`src/rtl/lsu_split_ctrl.sv`:
```
// lsu_split_ctrl: load/store unit between the single-cycle core and data memory.
// One outstanding access on a req/gnt/rvalid handshake with variable latency,
// sign/zero-extended load return and a per-beat response timeout.
// Optional feature macro: LSU_MISALIGN_EN. When it is defined, misaligned H/W
// accesses that cross a word boundary are split into two memory beats.
// When it is undefined, such accesses fault without touching memory.
module lsu_split_ctrl #(
  parameter int ADDR_W      = 32,
  parameter int TIMEOUT_CYC = 16
) (
  input  logic              clk_i,
  input  logic              rst_i,
  input  logic              lsu_req_i,
  input  logic              lsu_we_i,
  input  logic [2:0]        lsu_size_i,
  input  logic [ADDR_W-1:0] lsu_adr_i,
  input  logic [31:0]       lsu_data_i,
  output logic              lsu_stall_req_o,
  output logic [31:0]       lsu_data_o,
  output logic              lsu_err_o,
  output logic              data_req_o,
  output logic              data_we_o,
  output logic [3:0]        data_be_o,
  output logic [ADDR_W-1:0] data_adr_o,
  output logic [31:0]       data_wdata_o,
  input  logic              data_gnt_i,
  input  logic              data_rvalid_i,
  input  logic [31:0]       data_rdata_i
);

  typedef enum logic [2:0] {
    S_IDLE = 3'd0,
    S_REQ0 = 3'd1,
    S_RSP0 = 3'd2,
    S_REQ1 = 3'd3,
    S_RSP1 = 3'd4,
    S_DONE = 3'd5
  } state_e;

  localparam int                CNT_W     = $clog2(TIMEOUT_CYC + 2);
  localparam int                TO_LAST_I = (TIMEOUT_CYC > 0) ? (TIMEOUT_CYC - 1) : 0;
  localparam logic [CNT_W-1:0]  TO_LAST   = CNT_W'(TO_LAST_I);
  localparam logic [CNT_W-1:0]  CNT_ONE   = CNT_W'(1);
  localparam logic [ADDR_W-1:0] WORD_STEP = ADDR_W'(4);
  localparam bit                TO_EN     = (TIMEOUT_CYC > 0);

  // Legal funct3 sizes: B, H, W, BU, HU.
  function automatic logic size_legal(input logic [2:0] size);
    case (size)
      3'b000, 3'b001, 3'b010, 3'b100, 3'b101: size_legal = 1'b1;
      default:                                size_legal = 1'b0;
    endcase
  endfunction

  // Sign- or zero-extend the low byte/half of an extracted load word.
  function automatic logic [31:0] load_ext(input logic [2:0] size, input logic [31:0] w);
    case (size)
      3'b000:  load_ext = {{24{w[7]}}, w[7:0]};
      3'b001:  load_ext = {{16{w[15]}}, w[15:0]};
      3'b100:  load_ext = {24'h000000, w[7:0]};
      3'b101:  load_ext = {16'h0000, w[15:0]};
      default: load_ext = w;
    endcase
  endfunction

  state_e            state_q, state_d;
  logic [CNT_W-1:0]  cnt_q, cnt_d;
  logic [ADDR_W-1:0] acc_adr_q, acc_adr_d;
  logic [2:0]        acc_size_q, acc_size_d;
  logic              acc_we_q, acc_we_d;
  logic [31:0]       acc_data_q, acc_data_d;
  logic [31:0]       rdata0_q, rdata0_d;
  logic              discard_q, discard_d;
  logic [31:0]       data_out_q, data_out_d;
  logic              err_out_q, err_out_d;

  logic [ADDR_W-1:0] src_adr_s;
  logic [2:0]        src_size_s;
  logic              src_we_s;
  logic [31:0]       src_data_s;
  logic [1:0]        off_s;
  logic              is_h_s, is_w_s;
  logic              split_s, misalign_bad_s, access_ok_s;
  logic [3:0]        mask_s;
  logic [7:0]        be8_s;
  logic [63:0]       wd64_s;
  logic              beat1_s;
  logic [ADDR_W-1:0] word_adr_s;
  logic [31:0]       ld_lo_s;
  logic [23:0]       ld_hi_s;
  logic [31:0]       ld_word_s;
  logic              issue_s;
  logic              discard_now_s;
  logic              to_hit_s;

  // In IDLE the access is decoded straight from the core; afterwards from the captured copy,
  // so memory outputs stay stable even if the core withdraws the request.
  always_comb begin
    if (state_q == S_IDLE) begin
      src_adr_s  = lsu_adr_i;
      src_size_s = lsu_size_i;
      src_we_s   = lsu_we_i;
      src_data_s = lsu_data_i;
    end else begin
      src_adr_s  = acc_adr_q;
      src_size_s = acc_size_q;
      src_we_s   = acc_we_q;
      src_data_s = acc_data_q;
    end
  end

  // Decode size/offset into legality, split need, lane masks and lane-aligned write data.
  always_comb begin
    off_s  = src_adr_s[1:0];
    is_h_s = (src_size_s[1:0] == 2'b01);
    is_w_s = (src_size_s == 3'b010);
`ifdef LSU_MISALIGN_EN
    split_s        = (is_h_s && (off_s == 2'd3)) || (is_w_s && (off_s != 2'd0));
    misalign_bad_s = 1'b0;
`else
    split_s        = 1'b0;
    misalign_bad_s = (is_h_s && off_s[0]) || (is_w_s && (off_s != 2'd0));
`endif
    access_ok_s = size_legal(src_size_s) && !misalign_bad_s;
    if (is_w_s) begin
      mask_s = 4'b1111;
    end else if (is_h_s) begin
      mask_s = 4'b0011;
    end else begin
      mask_s = 4'b0001;
    end
    be8_s      = {4'b0000, mask_s} << off_s;
    wd64_s     = {32'h0000_0000, src_data_s} << {off_s, 3'b000};
    beat1_s    = (state_q == S_REQ1) || (state_q == S_RSP1);
    word_adr_s = {src_adr_s[ADDR_W-1:2], 2'b00};
  end

  // Memory request and its payload; everything reads as zero while no request is raised.
  always_comb begin
    issue_s    = (state_q == S_IDLE) && lsu_req_i && access_ok_s;
    data_req_o = !rst_i && (issue_s || (state_q == S_REQ0) || (state_q == S_REQ1));
    if (data_req_o) begin
      data_we_o    = src_we_s;
      data_be_o    = beat1_s ? be8_s[7:4] : be8_s[3:0];
      data_adr_o   = beat1_s ? (word_adr_s + WORD_STEP) : word_adr_s;
      data_wdata_o = beat1_s ? wd64_s[63:32] : wd64_s[31:0];
    end else begin
      data_we_o    = 1'b0;
      data_be_o    = 4'b0000;
      data_adr_o   = '0;
      data_wdata_o = 32'h0000_0000;
    end
  end

  // Reassemble the load word: beat 0 alone, or beat-0 upper lanes joined with beat-1 lower lanes.
  always_comb begin
    if (beat1_s) begin
      ld_lo_s = rdata0_q;
      ld_hi_s = data_rdata_i[23:0];
    end else begin
      ld_lo_s = data_rdata_i;
      ld_hi_s = 24'h000000;
    end
    case (off_s)
      2'd0:    ld_word_s = ld_lo_s;
      2'd1:    ld_word_s = {ld_hi_s[7:0],  ld_lo_s[31:8]};
      2'd2:    ld_word_s = {ld_hi_s[15:0], ld_lo_s[31:16]};
      2'd3:    ld_word_s = {ld_hi_s[23:0], ld_lo_s[31:24]};
      default: ld_word_s = ld_lo_s;
    endcase
  end

  // Stall the core until the DONE cycle; never while reset is held.
  always_comb begin
    lsu_stall_req_o = !rst_i && lsu_req_i && (state_q != S_DONE);
    lsu_data_o      = data_out_q;
    lsu_err_o       = err_out_q;
  end

  // Access sequencing: next state, timeout counting, capture of access and read data.
  always_comb begin
    state_d    = state_q;
    cnt_d      = cnt_q;
    acc_adr_d  = acc_adr_q;
    acc_size_d = acc_size_q;
    acc_we_d   = acc_we_q;
    acc_data_d = acc_data_q;
    rdata0_d   = rdata0_q;
    discard_d  = discard_q;
    data_out_d = 32'h0000_0000;
    err_out_d  = 1'b0;
    discard_now_s = discard_q || !lsu_req_i;
    to_hit_s      = TO_EN && (cnt_q == TO_LAST);
    case (state_q)
      S_IDLE: begin
        if (lsu_req_i) begin
          if (!access_ok_s) begin
            state_d   = S_DONE;
            err_out_d = 1'b1;
          end else begin
            acc_adr_d  = lsu_adr_i;
            acc_size_d = lsu_size_i;
            acc_we_d   = lsu_we_i;
            acc_data_d = lsu_data_i;
            rdata0_d   = 32'h0000_0000;
            discard_d  = 1'b0;
            cnt_d      = '0;
            state_d    = data_gnt_i ? S_RSP0 : S_REQ0;
          end
        end else begin
          state_d = S_IDLE;
        end
      end
      S_REQ0, S_REQ1: begin
        discard_d = discard_now_s;
        if (data_gnt_i) begin
          state_d = (state_q == S_REQ0) ? S_RSP0 : S_RSP1;
          cnt_d   = '0;
        end else if (to_hit_s) begin
          state_d   = discard_now_s ? S_IDLE : S_DONE;
          err_out_d = !discard_now_s;
        end else begin
          cnt_d = cnt_q + CNT_ONE;
        end
      end
      S_RSP0, S_RSP1: begin
        discard_d = discard_now_s;
        if (data_rvalid_i) begin
          if (discard_now_s) begin
            state_d = S_IDLE;
          end else if ((state_q == S_RSP0) && split_s) begin
            state_d  = S_REQ1;
            rdata0_d = data_rdata_i;
            cnt_d    = '0;
          end else begin
            state_d    = S_DONE;
            data_out_d = acc_we_q ? 32'h0000_0000 : load_ext(acc_size_q, ld_word_s);
          end
        end else if (to_hit_s) begin
          state_d   = discard_now_s ? S_IDLE : S_DONE;
          err_out_d = !discard_now_s;
        end else begin
          cnt_d = cnt_q + CNT_ONE;
        end
      end
      S_DONE: begin
        state_d = S_IDLE;
      end
      default: begin
        state_d = S_IDLE;
      end
    endcase
  end

  // State and result registers; reset aborts any access immediately.
  always_ff @(posedge clk_i or posedge rst_i) begin
    if (rst_i) begin
      state_q    <= S_IDLE;
      cnt_q      <= '0;
      acc_adr_q  <= '0;
      acc_size_q <= 3'b000;
      acc_we_q   <= 1'b0;
      acc_data_q <= 32'h0000_0000;
      rdata0_q   <= 32'h0000_0000;
      discard_q  <= 1'b0;
      data_out_q <= 32'h0000_0000;
      err_out_q  <= 1'b0;
    end else begin
      state_q    <= state_d;
      cnt_q      <= cnt_d;
      acc_adr_q  <= acc_adr_d;
      acc_size_q <= acc_size_d;
      acc_we_q   <= acc_we_d;
      acc_data_q <= acc_data_d;
      rdata0_q   <= rdata0_d;
      discard_q  <= discard_d;
      data_out_q <= data_out_d;
      err_out_q  <= err_out_d;
    end
  end

endmodule

```
`config.mk`:
```
export PLATFORM = sky130hd
export DESIGN_NAME = lsu_split_ctrl
export DESIGN_NICKNAME = d
export VERILOG_FILES = /design/src/rtl/lsu_split_ctrl.sv
export SDC_FILE = /design/constraint.sdc
export NUM_CORES = 1
export LEC_CHECK = 0
export ABC_AREA = 1
export BUFFER_PORTS_ARGS = -buffer_cell sky130_fd_sc_hd__buf_2
export CAP_MARGIN = 10
export CORE_AREA = 2 2 91 180
export DETAILED_ROUTE_END_ITERATION = 8
export DIE_AREA = 0 0 93 182
export GPL_TIMING_DRIVEN = 0
export PLACE_DENSITY = 0.81
export REMOVE_ABC_BUFFERS = 1
export SETUP_SLACK_MARGIN = 0.05
export SLEW_MARGIN = 5
export SYNTH_ARGS = -nofsm -noshare
export SYNTH_HDL_FRONTEND = slang
export SYNTH_SLANG_ARGS = --single-unit
```
`constraint.sdc`:
```
create_clock -name clk_i -period 8.82 [get_ports clk_i]
set_clock_uncertainty 0.05 [all_clocks]
set_input_delay 0.441 -clock clk_i [delete_from_list [all_inputs] [get_ports clk_i]]
set_output_delay 0.441 -clock clk_i [all_outputs]
set_load 0.005 [all_outputs]
```
==> metrics.csv, run 1 <==
stage;metric;value;unit
placed_design;dp_hpwl;17.5;mm
placed_design;dp_cells;1687;
drt;antenna_left;0;
yosys;synth.distinct_cells;44;
yosys;yosys_warnings;0;
timing;worst_pin_slew;1.18;ns
cells_and_area;num-nets-final;1604;
drt;drcViolationCount;0;
clocking;htreeDepth;3;
yosys;synth.cell_area;0.00838;mm2
worst_setup_path;path_class;reg2out;
clocking;cts_buffers;9;
grt;grt-ovfl-total;0;
outcome;status;finished clean;
grt;grt_pass1_wl;41.3;mm
grt;grt_pass1_vias;8872;
placed_design;io_buffers;206;
worst_setup_path;arrival;6.69;ns
drt;wire_per_inst;14.8;um
worst_setup_path;cp.depth;15;
yosys;synth_top_area_share;32.8;%
floorplan;die_x;93;um
placed_design;place_congestion;0.933;
hold_path;min_path_type;in2async;
clocking;cts_resized;0;
yosys;synth-seq-cells;110;
yosys;synth_area_leaders;dfrtp_1 (33%), nand2_1 (18%), o21ai_0 (10%);
worst_setup_path;end_kind;output port;
clocking;clk_latency;0.36;ns
worst_setup_path;cpPeakStageDelay;0.83;ns
pwr;peakVddDrop;0.175;mV
timing;setup_viol;0;
timing;max_slew_margin;21.1;%
timing;drv_slew;0;
yosys;synth_flop_cell;dfrtp_1;
grt;antenna_found_initial;2;
drt;num_vias;9503;
cells_and_area;area_delta_synth_final;15.6;%
timing;fin_crit_sh;81.4;%
worst_setup_path;start_kind;register;
timing;fin_crit;7.18;ns
floorplan;rows;65;
worst_setup_path;crit_chain;nor2_4, nand2_4, nand2_1, nand2_2, nor2_2, inv_2, nand2_2, nand4_4, nand2_1, nand2_2, buf_16, inv_1, nand2_1, nor2_1, buf_2;
pwr;cellPowerDensity;354;mW/mm2
cells_and_area;drive_above_1_share;17.3;%
clocking;cts-root-buf;clkbuf_16;
yosys;synth_area_leader_cell;dfrtp_1;
worst_setup_path;crit_buf_inv;4;
clocking;cts_tree;done;
worst_setup_path;path_max_fanout;116;
grt;grt_max_degree;117;
grt;grt.total_usage;29.5;%
cells_and_area;stdcell_count;1704;
timing;max_clock_freq;139;MHz
yosys;synthArstFlopShare;100;%
yosys;synth_seq_area_share;32.8;%
cells_and_area;final_cell_mix;nand2_1 (409), buf_2 (206), o21ai_0 (170), nor2_1 (149), inv_1 (144);
floorplan;die_y;182;um
clocking;clk_path_buf_depth;2;
drt;drt-initial-drc-count;582;
pwr;p_leak;5.15;nW
floorplan;core_area;0.0156;mm2
cells_and_area;final_common_cell;nand2_1;
yosys;synth-edff-count;0;
drt;dr.pass1.iters;5;
timing;worst_slack;1.64;ns
timing;rsz0062_at_grt;no;
timing;finalHoldViolCount;0;
clocking;path_clk_slew;0.08;ns
worst_setup_path;cpMaxStageDelayCell;nand4_4;
cells_and_area;fillers;1567;
clocking;clock-sinks;110;
clocking;post_cts_buffers;0;
timing;fin_tns_setup;0;ns
drt;routed_wl;25.2;mm
drt;via_per_inst;5.58;
clocking;cts_hold_buf;0;
floorplan;dieArea;0.0169;mm2
floorplan;start_util;53.7;%
yosys;netlist_instances;1347;
yosys;avgSynthCellArea;6.22;um2
worst_setup_path;required;8.33;ns
worst_setup_path;critPathTopFamily;simple AND/OR/NAND/NOR gates;
worst_setup_path;reg2reg_depth;10;
cells_and_area;fin_util;62.0;%
placed_design;dp_worst_setup_slack;2.07;ns
flow_run;drv_cap;0;
floorplan;num_io_pins;209;
## flip-flops by register name, summed over array words and instances, names as in the netlist
signal	count
lsu_err_o	1
lsu_data_o	32
discard_q	1
acc_size_q	3
acc_adr_q	32
acc_data_q	32
cnt_q	5
acc_we_q	1
state_q	3
## routing by layer
metal | GRT usage, % | vias up | share of wire [%]
li1 | - | 4637 | -
met1 | 39.5 | 4310 | 42
met2 | 47.9 | 486 | 47
met3 | 3.98 | 66 | 8.6
met4 | 11.7 | 4 | 2.6
met5 | 0 | - | 0.091
## layout make-up
cell class,instances,area (um2),share of cell area (%)
diodes,1,2.50,0.0258
clock buffers,10,229,2.36
clock inverters,6,62.6,0.646
inverters,152,577,5.95
multi-input cells,1015,4710,48.6
flip-flops and latches,110,2750,28.4
well taps,201,251,2.60
repair buffers,209,1110,11.4
## through the flow
step / hold slack [ns] / total power, mW / instance area, um2
floorplan: 0.399 / 2.34 / 8030
detailed placement: 0.416 / 2.98 / 9390
global placement: 0.411 / 2.90 / 9310
finish: 0.0210 / 3.43 / 9690
CTS: 0.0332 / 3.41 / 9690
global route: 0.0485 / 3.77 / 9690
## synthesized netlist by cell type, drive strengths merged (3+ instances only)
cell type	count
nand2	420
o21ai	174
nor2	161
inv	151
dfrtp	110
nand3	79
nor3	41
buf	36
clkbuf	35
a21oi	34
o22ai	21
and2	16
nand4	12
o221ai	9
a221oi	8
nor4	6
xor2	5
nand3b	4
xnor2	4
a211oi	3
o31ai	3
## cell families (layout without fill, tap and decap cells)
logic type	count (synthesis)	in the layout	synth area share, %
other	1	3	0.0447
adder cells (fa/ha/maj)	2	2	0.298
AO/OA/AOI/OAI	260	260	17.2
AND/OR/NAND/NOR	742	742	37.6
buffers and inverters	223	377	11.1
flip-flops	110	110	32.8
XOR/XNOR	9	9	0.940
## worst reg2reg max path, cell delays in order, from the launching register on
cell and delay, ns:
dfrtp_1 0.49, nor2_4 0.68, nand2_4 0.81, nand2_1 0.32, nand2_2 0.52, nor2_2 0.39
inv_2 0.20, nand2_2 0.16, nand4_4 0.83, inv_2 1.19, o21ai_0 0.26
## where the power goes
group	total, mW	internal, mW	switching [mW]
Clock	0.418	0.220	0.198
Combinational	2.24	0.686	1.56
Sequential	0.770	0.672	0.0976
## path summary, 6_finish.rpt
kind / startpoint / end / slack [ns]
min in group clk_i: lsu_adr_i[15] / acc_adr_q[15] / 0.24
max: state_q[1] / data_wdata_o[1] / 1.64
max reg2reg: state_q[1] / acc_adr_q[2] / 2.76
min reg2reg: acc_adr_q[5] / acc_adr_q[5] / 0.44
max in group asynchronous: rst_i / lsu_data_o[17] / 8.01
min: rst_i / acc_adr_q[6] / 0.02
(Power assumes the default switching activity.)
==> inputs of run 2 (changes only) <==
Clock period 8.82 ns to 6.75 ns, I/O delays scaled along.
==> run 2 against run 1 <==
  * Critical path depth did not move
  * Worst setup slack got worse by 1.0 ns
  * Design area grew 0.48%
  * Clock power grew 31%
  * Die area stayed put
  * First-iteration DRC count grew 25%
  * Sequential share of layout area fell by 0.14 points
  * Wire length increased by 2.3%
  * Worst hold slack better by 0.12 ns
  * Register-to-register slack lost 0.97 ns
  * Flip-flop and latch count unchanged
  * Critical path type unchanged
==> metrics.csv, run 2 (same netlist as run 1, synthesis figures left out) <==
stage;metric;value;unit;change
outcome;status;finished clean;;
clocking;htreeDepth;3;;unchanged
cells_and_area;drive_above_1_share;17.4;%;+0.098 points
placed_design;placed_cell_area;0.00939;mm2;unchanged
drt;drt-initial-drc-count;728;;+25%
timing;max_clock_freq;163;MHz;
drt;routed_wl;25.8;mm;+2.3%
placed_design;dp_hpwl;17.5;mm;unchanged
clocking;path_clk_slew;0.08;ns;about the same
worst_setup_path;start_kind;register;;
worst_setup_path;startpoint;state_q[0];;
floorplan;num_io_pins;209;;unchanged
hold_path;min-delay-start;lsu_adr_i[5];;
worst_setup_path;required;6.36;ns;-1.97 ns
timing;drv_slew;0;;unchanged
cells_and_area;fin_util;62.3;%;+0.30 points
drt;drcViolationCount;0;;unchanged
cells_and_area;area_delta_synth_final;16.1;%;
clocking;cts-root-buf;clkbuf_16;;
clocking;post_cts_buffers;0;;unchanged
clocking;clk_latency;0.36;ns;about the same
timing;rsz0062_at_grt;no;;
grt;grt.total_usage;30.0;%;+0.57 points
cells_and_area;final_common_cell;nand2_1;;
floorplan;die_x;93;um;unchanged
worst_setup_path;timing.rr.start;state_q[0];;
drt;via_per_inst;5.59;;+0.32%
worst_setup_path;path_max_fanout;116;;unchanged
pwr;p_leak;5.16;nW;+0.17%
drt;num_vias;9550;;+0.49%
placed_design;io_buffers;206;;unchanged
flow_run;drv_cap;0;;unchanged
drt;antenna_left;0;;unchanged
floorplan;core_area;0.0156;mm2;unchanged
grt;grt_pass1_wl;42.0;mm;+1.7%
worst_setup_path;end_kind;output port;;
cells_and_area;num-nets-final;1607;;+0.19%
timing;finalHoldViolCount;0;;unchanged
timing;setup_viol;0;;unchanged
placed_design;place_congestion;0.933;;unchanged
drt;dr.pass1.iters;5;;unchanged
cells_and_area;final_design_area_no_fill;0.00973;mm2;+0.48%
timing;worst_pin_slew;1.19;ns;+0.0119 ns
timing;fin_crit;6.12;ns;
clocking;clk_path_buf_depth;2;;unchanged
drt;wire_per_inst;15.1;um;+2.1%
worst_setup_path;reg2reg_depth;10;;unchanged
clocking;cts_tree;done;;
grt;antenna_found_initial;2;;unchanged
cells_and_area;stdcell_count;1707;;+0.18%
grt;grt_max_degree;117;;unchanged
floorplan;dieArea;0.0169;mm2;unchanged
pwr;cellPowerDensity;464;mW/mm2;+31%
floorplan;rows;65;;unchanged
timing;worst_slack;0.628;ns;-1.01 ns
floorplan;start_util;53.7;%;unchanged
worst_setup_path;rr_endpoint;acc_adr_q[2];;
worst_setup_path;path_class;reg2out;;
clocking;cts_buffers;9;;unchanged
hold_path;min_path_type;in2reg;;
worst_setup_path;crit_end;data_wdata_o[1];;
worst_setup_path;reg2reg_slack;1.79;ns;-0.97 ns
grt;grt_pass1_vias;8943;;+0.80%
timing;fin_crit_sh;90.7;%;
cells_and_area;final_cell_mix;nand2_1 (409), buf_2 (206), o21ai_0 (170), nor2_1 (149), inv_1 (144);;
floorplan;die_y;182;um;unchanged
pwr;peakVddDrop;0.242;mV;+38%
placed_design;dp_cells;1687;;unchanged
grt;grt-ovfl-total;0;;unchanged
clocking;clock-sinks;110;;unchanged
timing;max_slew_margin;20.3;%;-0.80 points
placed_design;dp_worst_setup_slack;0.107;ns;-1.97 ns
worst_setup_path;arrival;5.73;ns;-0.96 ns
==> run 2: cell types whose count changed in the layout (fill, tap and decap cells not counted), sizes merged <==
cell and delta:
nand4 +1, dlygate4sd3 +1, nor2 +1
==> run 2: critical path, stage by stage (launching register included) <==
cell,delay (ns)
dfrtp_1,0.50
nor2_4,0.49
nand2_8,0.51
nand2_1,0.22
nand2_2,0.51
nor2_2,0.39
inv_2,0.20
nand2_2,0.20
nand4_4,0.48
nand2_1,0.23
nand2_2,0.44
buf_16,0.36
inv_1,0.19
nand2_1,0.26
nor2_1,0.21
buf_2,0.14
==> run 2: layout make-up <==
cell class	count	area, um2
flip-flops and latches	110	2750
fillers	1563	5880
repair buffers	210	1120
clock buffers	10	229
well taps	201	251
multi-input cells	1017	4740
inverters	152	577
diodes	1	2.50
clock inverters	6	62.6
==> run 2: what timing repair did <==
action | 4_1_cts | 5_1_grt
hold buffers | 1 | 0
setup endpoints to repair | 10 | 8
hold endpoints to repair | 34 | 0
resized for setup | 1 | 0
gates cloned | 1 | 1
pin swaps | 0 | 1
==> run 2: through the flow <==
step	total power, mW	setup TNS (ns)	hold slack [ns]
after detailed placement	3.89	0	0.313
after floorplan	3.05	0	0.397
final	4.52	0	0.136
after global routing	4.97	0	0.141
after global placement	3.79	-65.72	0.411
after CTS	4.47	0	0.128
==> run 2: worst min path at each step <==
stage                    endpoint  slack, ns  cells past startpoint
finish               acc_adr_q[5]       0.14                      3
global route        acc_adr_q[15]       0.14                      3
CTS                 acc_adr_q[15]       0.13                      3
detailed placement   acc_adr_q[6]       0.31                      2
global placement    acc_adr_q[16]       0.41                      2
floorplan           acc_adr_q[10]       0.40                      2
==> run 2: routing by layer <==
metal	vias to the layer above	part of all wire [%]	GRT usage, %
li1	4642	-	-
met1	4366	42	39.9
met2	478	47	49.1
met3	60	8.4	4.44
met4	4	2.4	11.6
met5	-	0.089	0
==> run 2: report_power, final <==
part | internal, mW | switching, mW
combinational | 0.897 | 2.06
sequential | 0.878 | 0.132
clock | 0.287 | 0.262
